[src/rtl/dsp_fetch_pkg.sv]
// Shared definitions for the DSP receiver fetch stage: word widths, NOP encoding, FSM state codes.
package dsp_fetch_pkg;

    localparam int MEM_ADDR_LEN  = 16;
    localparam int INST_WORD_LEN = 32;

    localparam logic [INST_WORD_LEN-1:0] INST_NOP = 32'h0;

    localparam logic [1:0] FETCH_FILL  = 2'd0;
    localparam logic [1:0] FETCH_RUN   = 2'd1;
    localparam logic [1:0] FETCH_STALL = 2'd2;

    typedef struct packed {
        logic [MEM_ADDR_LEN-1:0]  pc;
        logic [INST_WORD_LEN-1:0] inst;
    } fetch_word_t;

endpackage

[src/rtl/dsp_fetch.sv]
// Instruction fetch: owns the PC, drives a 1-cycle synchronous instruction memory,
// holds the presented word under stall and squashes to NOP on an execute redirect.
module dsp_fetch
    import dsp_fetch_pkg::*;
#(
    parameter int                ADDR_W   = MEM_ADDR_LEN,
    parameter int                INST_W   = INST_WORD_LEN,
    parameter logic [ADDR_W-1:0] RESET_PC = '0
) (
    input  logic              clk,
    input  logic              rst,
    input  logic              stall,
    input  logic              redirect_en,
    input  logic [ADDR_W-1:0] redirect_addr,
    output logic [ADDR_W-1:0] imem_addr,
    input  logic [INST_W-1:0] imem_rdata,
    output logic [INST_W-1:0] instruction,
    output logic [ADDR_W-1:0] inst_pc,
    output logic              inst_valid,
    output logic [31:0]       fetch_count
);

    logic [1:0]        state;
    logic [ADDR_W-1:0] pc_q;
    logic [ADDR_W-1:0] resp_pc_q;
    logic [INST_W-1:0] hold_inst_q;
    logic [ADDR_W-1:0] hold_pc_q;
    logic [ADDR_W-1:0] pc_next;
    logic              accept;

    // Redirect target wins over sequential advance; wraps modulo 2^ADDR_W.
    assign pc_next   = redirect_en ? redirect_addr : pc_q + ADDR_W'(1);
    assign imem_addr = pc_q;
    assign accept    = inst_valid && !stall && !redirect_en;

    always_ff @(posedge clk) begin
        if (rst) begin
            state       <= FETCH_FILL;
            pc_q        <= RESET_PC;
            resp_pc_q   <= '0;
            hold_inst_q <= '0;
            hold_pc_q   <= '0;
            fetch_count <= '0;
        end else begin
            if (accept)
                fetch_count <= fetch_count + 32'd1;
            case (state)
                FETCH_FILL: begin
                    pc_q      <= pc_next;
                    resp_pc_q <= pc_q;
                    state     <= redirect_en ? FETCH_FILL : FETCH_RUN;
                end
                FETCH_RUN, FETCH_STALL: begin
                    if (redirect_en) begin
                        pc_q      <= pc_next;
                        resp_pc_q <= pc_q;
                        state     <= FETCH_FILL;
                    end else if (stall) begin
                        // Only the entering cycle captures; memory keeps re-reading pc_q meanwhile.
                        if (state == FETCH_RUN) begin
                            hold_inst_q <= imem_rdata;
                            hold_pc_q   <= resp_pc_q;
                        end
                        state <= FETCH_STALL;
                    end else begin
                        pc_q      <= pc_next;
                        resp_pc_q <= pc_q;
                        state     <= FETCH_RUN;
                    end
                end
                default: state <= FETCH_FILL;
            endcase
        end
    end

    always_comb begin
        instruction = INST_W'(INST_NOP);
        inst_pc     = resp_pc_q;
        inst_valid  = 1'b0;
        case (state)
            FETCH_RUN: begin
                instruction = imem_rdata;
                inst_valid  = 1'b1;
            end
            FETCH_STALL: begin
                instruction = hold_inst_q;
                inst_pc     = hold_pc_q;
                inst_valid  = 1'b1;
            end
            default: ;
        endcase
        if (redirect_en) begin
            instruction = INST_W'(INST_NOP);
            inst_valid  = 1'b0;
        end
    end

endmodule

[config.mk]
export PLATFORM = sky130hd
export DESIGN_NAME = dsp_fetch
export DESIGN_NICKNAME = d
export VERILOG_FILES = /design/src/rtl/dsp_fetch_pkg.sv /design/src/rtl/dsp_fetch.sv
export SDC_FILE = /design/constraint.sdc
export NUM_CORES = 1
export LEC_CHECK = 0
export ABC_CLOCK_PERIOD_IN_PS = 2580
export CORE_MARGIN = 3
export CORE_UTILIZATION = 32
export CTS_CLUSTER_DIAMETER = 100
export DETAILED_ROUTE_END_ITERATION = 10
export RECOVER_POWER = 50
export SLEW_MARGIN = 40
export SYNTH_ARGS = -nofsm -noshare
export SYNTH_HDL_FRONTEND = slang
export SYNTH_SLANG_ARGS = --single-unit
export TNS_END_PERCENT = 20
[constraint.sdc]
create_clock -name clk -period 2.58 [get_ports clk]
set_input_delay 0.516 -clock clk [delete_from_list [all_inputs] [get_ports clk]]
set_output_delay 0.516 -clock clk [all_outputs]
set_load 0.05 [all_outputs]
==> impl_metrics.tcl, run 1 <==
set metrics [dict create \
    timing.critical_path.from "state[0]$_SDFF_PP0_" \
    postSynthAreaPerCell_um2 7.701 \
    crit_type "register to primary output" \
    ios 149 \
    timing.clock.skew_ps 7.428 \
    final.fill_count 1698 \
    detail_route.first_pass.iterations 5 \
    rsz_0062_raised_after_global_routing "no" \
    port-buffer-count 148 \
    worst_ir_drop_vdd_mv 0.4422 \
    hold_violations 0 \
    worst_setup_hold_path_clk_slew_ps 50 \
    timing.slew.headroom 0.5502 \
    final_estimated_routing_congestion_in_global_placement 0.8248 \
    number_of_instances_in_the_synthesized_netlist 723 \
    ctsHtreeMaxLevel 4 \
    min-delay-start "hold_inst_q[14]$_SDFFE_PP0P_" \
    insertion_delay_ps 410 \
    number_of_enable_type_register_cells_in_the_synthesized_netlist 0 \
    rows 47 \
    ys.warnings.count 0 \
    post_synth_num_cell_types 47 \
    p_int_uw 3519 \
    critical_path.startpoint_type "register" \
    cts.sink_count 114 \
    cts-root-to-sink-buffers 2 \
    synth.net_count 781 \
    p_switching_uw 1162 \
    total_leakage_power_uw 0.002857 \
    worst-slew-pin-transition_ps 674.7 \
    floorplan.die.height_um 137.9 \
    drt-total-wl_um 16110 \
    combPwrFrac 0.109 \
    insertedDiodeCount 0 \
    chipWidth_um 137.9 \
    cp_data_arrival_time_ps 1890 \
    vias_in_the_first_global_route 4926 \
    cts_tree "done" \
    outcome "complete, no violations" \
    ys_ff_latch 114 \
    tritoncts.num_buffers 17 \
    cell_area_after_technology_mapping_um2 5568 \
    start_util 0.3311 \
    timing.fmax_mhz 415.4 \
    timing.critical_path.to_type "primary output" \
    finalSetupTns_ps 0 \
    cts-hold-fix-buffers 0 \
    pwr-share-seq 0.393 \
    final_antenna_net_count 0 \
    cts_root_buffer "clkbuf_16" \
    post_synthesis_sequential_area_ratio 0.4099 \
    antenna_violations_before_repair 0 \
    netSwitchingFraction 0.2482 \
    grt_overflow 0 \
    fin_crit_ps 2407 \
    finalSetupViolations 0 \
    finalMaxSlewViolations 0 \
    multi_input_comb_area_um2 3034 \
    ctsResizeCount 0 \
    die_area_um2 19020 \
    core-area_um2 16820 \
    hold_path.class "register to register" \
    ys_async_sr_fraction 0 \
    area.sequential_um2 2282 \
    path_max_fanout 34 \
    drt-vias-per-instance 4.956 \
    post_route_cells_drive_above_1_share 0.1548 \
    hpwlAfterDp_um 10780 \
    largest_net_degree_at_the_start_of_global_routing 61 \
    cp_data_required_time_ps 2060 \
    timing.rr.start "state[0]$_SDFF_PP0_" \
    ys_dominant_reg_cell "dfxtp_1" \
    reg2reg_slack_ps 330 \
    drv_cap 0 \
    area_growth_syn_to_layout_pct 39.89 \
    post_cts_buffers 0 \
    design.final.nets 919 \
    fin_worst_hold_slack_ps 449.5 \
    vias 5412 \
    cellPowerDensity_nw_per_um2 601.0 \
    first_iter_violations 358 \
    power.share.clock 0.498 \
    timing.final.crit_share 0.9331 \
    drc_errors 0 \
    detail_route.wl_per_cell_um 14.75 \
    gr-usage-all-layers 0.1671 \
    grt_first_pass_wirelength_um 25270 \
]
[per-stage QoR]
| step | power [uW] | setup slack (ps) | util | cells | instance area (um^2) |
|---|---|---|---|---|---|
| floorplan | 2161 | 132.8 | - | 723 | 5568 |
| global placement | 2392 | 193.7 | 0.4307 | 1062 | 7243 |
| detailed placement | 2393 | 172.8 | 0.4307 | 1062 | 7243 |
| CTS | 4742 | 150.9 | 0.4652 | 1092 | 7824 |
| global route | 4873 | 40.43 | 0.4631 | 1092 | 7789 |
| finish | 4681 | 172.6 | 0.4631 | 1092 | 7789 |
[layout make-up]
class | count | area share
Multi-Input combinational cell | 544 | 0.3896
Sequential cell | 114 | 0.2930
Timing Repair Buffer | 174 | 0.2027
Clock buffer | 18 | 0.05639
Tap cell | 220 | 0.03534
Clock inverter | 12 | 0.01815
Inverter | 10 | 0.004819
[synth_stat cells, drive strengths merged (4+ instances only)]
master | instances | share of area
a21o | 4 | 0.0054
a21oi | 81 | 0.073
a22oi | 32 | 0.043
a31oi | 7 | 0.0079
and3 | 4 | 0.0045
and4 | 6 | 0.0094
buf | 13 | 0.011
clkbuf | 42 | 0.028
dfxtp | 114 | 0.41
ha | 6 | 0.013
inv | 10 | 0.0067
mux2 | 30 | 0.061
nand2 | 160 | 0.11
nand2b | 4 | 0.0045
nand3 | 17 | 0.015
nand4 | 16 | 0.019
nor2 | 70 | 0.047
nor2b | 17 | 0.019
nor3 | 9 | 0.0081
nor4 | 11 | 0.012
o21ai | 17 | 0.015
or3 | 5 | 0.0056
xor2 | 8 | 0.013
[worst max-delay path, stage by stage (launching register included)]
cell and delay (ps):
dfxtp_1 350, inv_1 70, ha_1 370, nand2b_1 120, buf_12 180, nor2_1 150, buf_4 220
[state kept, by name, summed over array words and instances, names as in the netlist]
register and count:
state 2, hold_inst_q 32, fetch_count 32, imem_addr 16, resp_pc_q 16, hold_pc_q 16
[cell usage in the layout (no fill, tap or decap), types with 8 or more instances in the layout]
cell	Yosys	layout
clkbuf_16	0	17
mux2_2	30	30
nor4_1	11	11
nor2_1	70	70
dfxtp_1	114	114
nor2b_1	17	17
o21ai_0	17	17
clkdlybuf4s50_1	0	82
inv_1	10	10
xor2_1	8	8
buf_4	0	64
a22oi_1	32	32
dlygate4sd3_1	0	16
nand2_1	160	160
nand3_1	17	17
nor3_1	9	9
a21oi_1	81	81
nand4_1	15	15
[final timing paths]
path / cells past startpoint / end
worst max register to register: 7 / hold_pc_q[13]$_SDFFE_PP0P_
worst min-delay path: 2 / hold_inst_q[14]$_SDFFE_PP0P_
worst max-delay path: 6 / instruction[2]
worst min register to register: 2 / hold_inst_q[14]$_SDFFE_PP0P_
[logic make-up (layout without fill, tap and decap cells)]
family / count (synthesis) / in the layout / share of synthesized area
AND/OR/NAND/NOR: 336 / 336 / 0.2775
flip-flops: 114 / 114 / 0.4099
adder cells (fa/ha/maj): 6 / 6 / 0.01348
AO/OA/AOI/OAI: 159 / 159 / 0.1715
buffers and inverters: 65 / 214 / 0.04584
multiplexers: 33 / 33 / 0.06607
XOR/XNOR: 10 / 10 / 0.01573
[metal layers]
layer  share of wire  GRT usage  vias to the layer above
met5               0          0                        -
met4           0.011    0.04665                        0
met3           0.060    0.04862                       11
met2            0.45     0.2546                      151
met1            0.48     0.2306                     2449
li1                -          -                     2801
[power by group through the flow]
stage	clock (uW)	combinational (uW)	sequential (uW)
after floorplan	0	233	1930
after CTS	2380	521	1840
after global placement	0	516	1880
after global routing	2480	552	1840
after detailed placement	0	518	1870
final	2330	512	1840
(Power assumes the default switching activity.)
==> inputs of run 2 (changes only) <==
--- a/config.mk
+++ b/config.mk
@@ -5,11 +5,13 @@
 export SDC_FILE = /design/constraint.sdc
 export NUM_CORES = 1
 export LEC_CHECK = 0
-export ABC_CLOCK_PERIOD_IN_PS = 2580
+export CELL_PAD_IN_SITES_DETAIL_PLACEMENT = 2
+export CELL_PAD_IN_SITES_GLOBAL_PLACEMENT = 2
 export CORE_MARGIN = 3
-export CORE_UTILIZATION = 32
+export CORE_UTILIZATION = 27
 export CTS_CLUSTER_DIAMETER = 100
 export DETAILED_ROUTE_END_ITERATION = 10
+export PLACE_DENSITY_LB_ADDON = 0.1
 export RECOVER_POWER = 50
 export SLEW_MARGIN = 40
 export SYNTH_ARGS = -nofsm -noshare
==> run 2 against run 1 <==
Total power grew 4.9%. Fmax down 1.1%. Clock skew shrank 2.1 ps. Global-route usage increased by 2.1 points. Hold slack better by 3.1 ps. Non-clock buffer count up 5. First-iteration DRC count is 53% lower. Clock power rose by 8%. Routed wire length rose by 29%. Design area rose by 3.1%. Count of clock-buffer cells in the layout rose by 3. Critical path type unchanged. Largest power group unchanged.
==> impl_metrics.tcl, run 2 (synthesis gave the netlist of run 1 again) <==
set metrics [dict create \
    outcome "complete, no violations" \
    critical_path.startpoint_type "register" \
    worst_hold_path.endpoint "hold_pc_q[11]$_SDFFE_PP0P_" \
    timing.clock.skew_ps 5.364 \
    report.power.total_uw 4909 \
    hpwlAfterDp_um 14760 \
    gr-usage-all-layers 0.1884 \
    registers_with_the_most_flip_flops "fetch_count x32, hold_inst_q x32" \
    timing.critical_path.from "state[0]$_SDFF_PP0_" \
    timing.fmax_mhz 410.7 \
    chipWidth_um 149.6 \
    cp_data_arrival_time_ps 1920 \
    grt_use_met2 0.3364 \
    cts_tree "done" \
    detailed_place.area_um2 7330 \
    final_design_area_no_fill_um2 8030 \
    vias_in_the_first_global_route 6487 \
    start_util 0.2806 \
    critical_path.cell_chain "inv_1, ha_4, nand2b_1, buf_12, nor2_1, buf_6" \
    insertion_delay_ps 410 \
    combPwrFrac 0.114 \
    post-route-util 0.4046 \
    hold_path.class "register to register" \
    drv_cap 0 \
    antenna_violations_before_repair 0 \
    ctsHtreeMaxLevel 4 \
    min-delay-start "hold_pc_q[11]$_SDFFE_PP0P_" \
    reg2reg_slack_ps 290 \
    final_common_cell "nand2_1" \
    drt-total-wl_um 20730 \
    p_int_uw 3700 \
    rr_worst_depth 8 \
    fin_crit_ps 2435 \
    detail_route.wl_per_cell_um 18.14 \
    rows 51 \
    cellPowerDensity_nw_per_um2 611.3 \
    rsz_0062_raised_after_global_routing "no" \
    die_area_um2 22380 \
    power.share.clock 0.512 \
    cp_data_required_time_ps 2060 \
    timing.critical_path.to_type "primary output" \
    grt-busiest-layer "met2" \
    placement.setup.worst_slack_ps -14.94 \
    finalSetupTns_ps 0 \
    pwr-share-seq 0.374 \
    worst_hold_path_cell_count 2 \
    crit_slowest_cell "dfxtp_1" \
    met1_usage 0.2306 \
    area_growth_syn_to_layout_pct 44.22 \
    cts.sink_count 114 \
    crit_type "register to primary output" \
    destination_of_the_worst_register_to_register_timing_path "hold_pc_q[10]$_SDFFE_PP0P_" \
    final_estimated_routing_congestion_in_global_placement 0.7866 \
    post_route_cells_drive_above_1_share 0.1686 \
    timing.rr.start "state[0]$_SDFF_PP0_" \
    worst-slew-pin-transition_ps 762.9 \
    finalSetupViolations 0 \
    worst_slack_setup_final_ps 144.8 \
    port-buffer-count 148 \
    vias 5843 \
    finalMaxSlewViolations 0 \
    final_antenna_net_count 0 \
    timing.final.crit_share 0.9439 \
    worst_ir_drop_vdd_mv 0.4462 \
    drc_errors 0 \
    worst_setup_hold_path_clk_slew_ps 60 \
    total_leakage_power_uw 0.002908 \
    netSwitchingFraction 0.2462 \
    mostFrequentLayoutCells "159 x nand2_1, 113 x dfxtp_1, 84 x clkdlybuf4s50_1" \
    detail_route.first_pass.iterations 4 \
    cp_slowest_stage_delay_ps 370 \
    p_switching_uw 1209 \
    insertedDiodeCount 0 \
    grt_use_met3 0.03876 \
    cts-root-to-sink-buffers 2 \
    ios 149 \
    first_iter_violations 169 \
    timing.slew.headroom 0.4914 \
    largest_net_degree_at_the_start_of_global_routing 55 \
    core-area_um2 19850 \
    grt_overflow 0 \
    grt_first_pass_wirelength_um 34050 \
    floorplan.die.height_um 149.6 \
    cts-hold-fix-buffers 0 \
    tritoncts.num_buffers 17 \
    path_max_fanout 34 \
    drt-vias-per-instance 5.112 \
    design.final.nets 924 \
    cts_root_buffer "clkbuf_16" \
    hold_violations 0 \
]
[run 2: cell types whose count changed in the layout (fill, tap and decap cells not counted), moves of 2 or more]
cell	change
clkdlybuf4s50_1	+2
buf_4	-5
nor2_2	+4
clkinv_2	-3
buf_6	+9
dlygate4sd3_1	-2
nor2_1	-4
buf_12	+2
clkbuf_8	+2
ha_4	+2
[run 2: power groups by stage]
stage	clock, uW	sequential (uW)	combinational, uW
floorplan	0	1930	233
global placement	0	1870	546
detailed placement	0	1880	557
CTS	2570	1840	563
global route	2660	1840	602
finish	2510	1840	560
[run 2: timing repair]
item	4_1_cts	5_1_grt
gates resized for setup	1	16
setup buffers	3	0
pin swaps	0	0
endpoints found under the setup margin	32	32
gates cloned	0	0
endpoints found under the hold margin	0	0
[run 2: cell type report]
class	instances	area [um^2]
Fill cell	2244	11820
Multi-Input combinational cell	544	3069
Sequential cell	114	2283
Timing Repair Buffer	179	1682
Clock buffer	21	470.5
Tap cell	265	331.6
Clock inverter	10	156.4
Inverter	10	37.54
[run 2: worst max path at each step]
| stage | to |
|---|---|
| after floorplan | instruction[11] |
| after global placement | fetch_count[30]$_SDFFE_PP0P_ |
| after detailed placement | fetch_count[26]$_SDFFE_PP0P_ |
| after CTS | instruction[10] |
| after global routing | instruction[24] |
| final | instruction[24] |
[run 2: per-stage QoR]
stage / hold slack, ps / std cells
final: 452.5 / 1143
after global routing: 478.9 / 1143
after CTS: 456.4 / 1143
after detailed placement: 448.2 / 1109
after global placement: 437.9 / 1109
after floorplan: 432.9 / 723
[run 2: critical path: cells and delay by family, from the launching register on]
kind / cells / cell delay, ps
buf+inv: 3 / 500
fa+ha+maj: 1 / 320
flops: 1 / 370
simple gates: 2 / 300
[run 2: metal layers]
layer / wire length (um) / vias up
met5: 0 / -
li1: - / 2806
met3: 815 / 17
met4: 211 / 0
met2: 10320 / 133
met1: 9386 / 2887
==> inputs of run 3 (changes only) <==
--- a/config.mk
+++ b/config.mk
@@ -13,6 +13,7 @@
 export DETAILED_ROUTE_END_ITERATION = 10
 export PLACE_DENSITY_LB_ADDON = 0.1
 export RECOVER_POWER = 50
+export SETUP_SLACK_MARGIN = 0.5
 export SLEW_MARGIN = 40
 export SYNTH_ARGS = -nofsm -noshare
 export SYNTH_HDL_FRONTEND = slang
==> run 3 against run 2 <==
Global-route usage up 2.2 points. Sequential cell count is the same. Via count grew 2.6%. Utilization is 4.5 points higher. Total power fell by 2.5%. Cell count is 0.70% higher. Combinational power rose by 18%. Hold slack improved by 8.5 ps. Non-clock buffer count grew 7. Routed wire length is 14% higher. Clock power fell by 8.8%. First-iteration DRC count grew 14%.
==> impl_metrics.tcl, run 3 (synthesis gave the netlist of run 1 again) <==
set metrics [dict create \
    p_int_uw 3469 \
    post_route_cells_drive_above_1_share 0.2393 \
    total_leakage_power_uw 0.003053 \
    final_common_cell "nand2_1" \
    timing.rr.start "state[1]$_SDFF_PP0_" \
    cts_root_buffer "clkbuf_16" \
    crit_type "register to primary output" \
    worst-slew-pin-transition_ps 642.2 \
    critical_path.cell_chain "inv_4, ha_4, clkbuf_16, mux2_2, buf_4" \
    tritoncts.num_buffers 17 \
    grt_overflow 0 \
    floorplan.die.height_um 149.6 \
    worst_ir_drop_vdd_mv 0.4438 \
    finalMaxSlewViolations 0 \
    start_util 0.2806 \
    min-delay-start "hold_pc_q[0]$_SDFFE_PP0P_" \
    drt-total-wl_um 23630 \
    ios 149 \
    detail_route.wl_per_cell_um 20.53 \
    vias 5995 \
    design.final.nets 931 \
    hold_path.class "register to register" \
    gr-usage-all-layers 0.2099 \
    destination_of_the_worst_register_to_register_timing_path "hold_inst_q[20]$_SDFFE_PP0P_" \
    timing.final.crit_share 0.9121 \
    cp_slowest_stage_delay_ps 360 \
    combPwrFrac 0.138 \
    timing.fmax_mhz 424.9 \
    rr_worst_depth 9 \
    outcome "complete, no violations" \
    port-buffer-count 148 \
    insertedDiodeCount 0 \
    die_area_um2 22380 \
    worst_hold_path.endpoint "hold_pc_q[0]$_SDFFE_PP0P_" \
    power.share.clock 0.478 \
    mostFrequentLayoutCells "159 x nand2_1, 112 x dfxtp_1, 83 x clkdlybuf4s50_1" \
    cts-hold-fix-buffers 0 \
    final_antenna_net_count 0 \
    drt-vias-per-instance 5.209 \
    fin_worst_hold_slack_ps 461.1 \
    grt_use_met3 0.03786 \
    rows 51 \
    drv_cap 0 \
    area.sequential_um2 2290 \
    detailed_place.area_um2 7885 \
    final_estimated_routing_congestion_in_global_placement 0.7988 \
    reg2reg_slack_ps 250 \
    multi_input_comb_area_um2 3405 \
    cp_data_arrival_time_ps 1840 \
    post-route-util 0.4499 \
    grt_first_pass_wirelength_um 36930 \
    cts_tree "done" \
    area_growth_syn_to_layout_pct 60.36 \
    cts-root-to-sink-buffers 2 \
    worst_slack_setup_final_ps 226.8 \
    worst_setup_hold_path_clk_slew_ps 60 \
    registers_with_the_most_flip_flops "fetch_count x32, hold_inst_q x32" \
    detail_route.first_pass.iterations 4 \
    timing.clock.skew_ps 10.81 \
    critical_path.startpoint_type "register" \
    placement.setup.worst_slack_ps -32.29 \
    netSwitchingFraction 0.2752 \
    antenna_violations_before_repair 0 \
    final.fill_count 2115 \
    drc_errors 0 \
    hpwlAfterDp_um 15150 \
    timing.slew.headroom 0.5737 \
    pwr-share-seq 0.384 \
    worst_hold_path_cell_count 2 \
    p_switching_uw 1317 \
    cp_data_required_time_ps 2060 \
    first_iter_violations 193 \
    fin_crit_ps 2353 \
    vias_in_the_first_global_route 6648 \
    timing.critical_path.to_type "primary output" \
    final_design_area_no_fill_um2 8929 \
    chipWidth_um 149.6 \
    finalSetupViolations 0 \
    ctsHtreeMaxLevel 4 \
    insertion_delay_ps 420 \
    largest_net_degree_at_the_start_of_global_routing 56 \
    core-area_um2 19850 \
    crit_slowest_cell "dfxtp_4" \
    hold_violations 0 \
    grt_use_met2 0.3805 \
    met1_usage 0.2542 \
    cellPowerDensity_nw_per_um2 536.1 \
    rsz_0062_raised_after_global_routing "yes" \
    path_max_fanout 12 \
    grt-busiest-layer "met2" \
    cts.sink_count 114 \
]
[run 3: changes by cell type in the layout (fill, tap and decap cells not counted), sizes merged]
cell           previous run  this run
clkinvlp                  1         7
inv                      10        11
dlygate4sd2               0         2
buf                      74        79
clkinv                    5         2
clkdlybuf4s50            84        83
bufinv                    4         1
dlygate4sd3              14        10
clkbuf                   28        32
bufbuf                    0         1
[run 3: area by class of cell]
class,instances,share of cell area
multi-input combinational,544,0.3813
sequential,114,0.2564
timing repair buffer,186,0.2556
clock buffer,21,0.05269
tap,265,0.03714
clock inverter,11,0.01177
inverter,10,0.005045
[run 3: per-stage QoR]
step	power (uW)	instances	TNS, ps
after global placement	2447	1109	0
after CTS	4838	1149	0
after global routing	5003	1151	0
after detailed placement	2461	1109	-57.65
final	4787	1151	0
after floorplan	2174	723	0
[run 3: worst max-delay path by stage]
stage / cells past startpoint / endpoint / start
after floorplan: 6 / instruction[1] / state[1]$_SDFF_PP0_
after global placement: 5 / fetch_count[28]$_SDFFE_PP0P_ / redirect_en
after detailed placement: 5 / fetch_count[26]$_SDFFE_PP0P_ / redirect_en
after CTS: 7 / instruction[10] / state[1]$_SDFF_PP0_
after global routing: 9 / hold_inst_q[20]$_SDFFE_PP0P_ / state[1]$_SDFF_PP0_
final: 5 / inst_pc[15] / state[0]$_SDFF_PP0_
[run 3: routing by layer]
metal | part of all wire | wire length (um) | vias to the layer above
li1 | - | - | 2825
met1 | 0.44 | 10300 | 3014
met2 | 0.51 | 12110 | 130
met3 | 0.037 | 883 | 26
met4 | 0.014 | 340 | 0
met5 | 0 | 0 | -
[run 3: timing repair]
item                       CTS  global route
gates resized for setup     61            11
setup buffers                3             0
cloned                       5             2
setup endpoints to repair  117           173
pin swaps                   13             9
[run 3: worst max-delay path, delay by kind of cell (launching register included)]
family                     cells  cell delay, ps
DFF                            1             360
muxes                          1             340
adders and majority gates      1             220
buffers and inverters          3             490
[run 3: power by group through the flow]
| stage | Clock [uW] | Combinational, uW | Sequential (uW) |
|---|---|---|---|
| 2_1_floorplan | 0 | 246 | 1930 |
| 3_3_place_gp | 0 | 572 | 1870 |
| 3_5_place_dp | 0 | 586 | 1880 |
| 4_1_cts | 2350 | 655 | 1840 |
| 5_1_grt | 2460 | 703 | 1840 |
| 6_report | 2290 | 660 | 1840 |
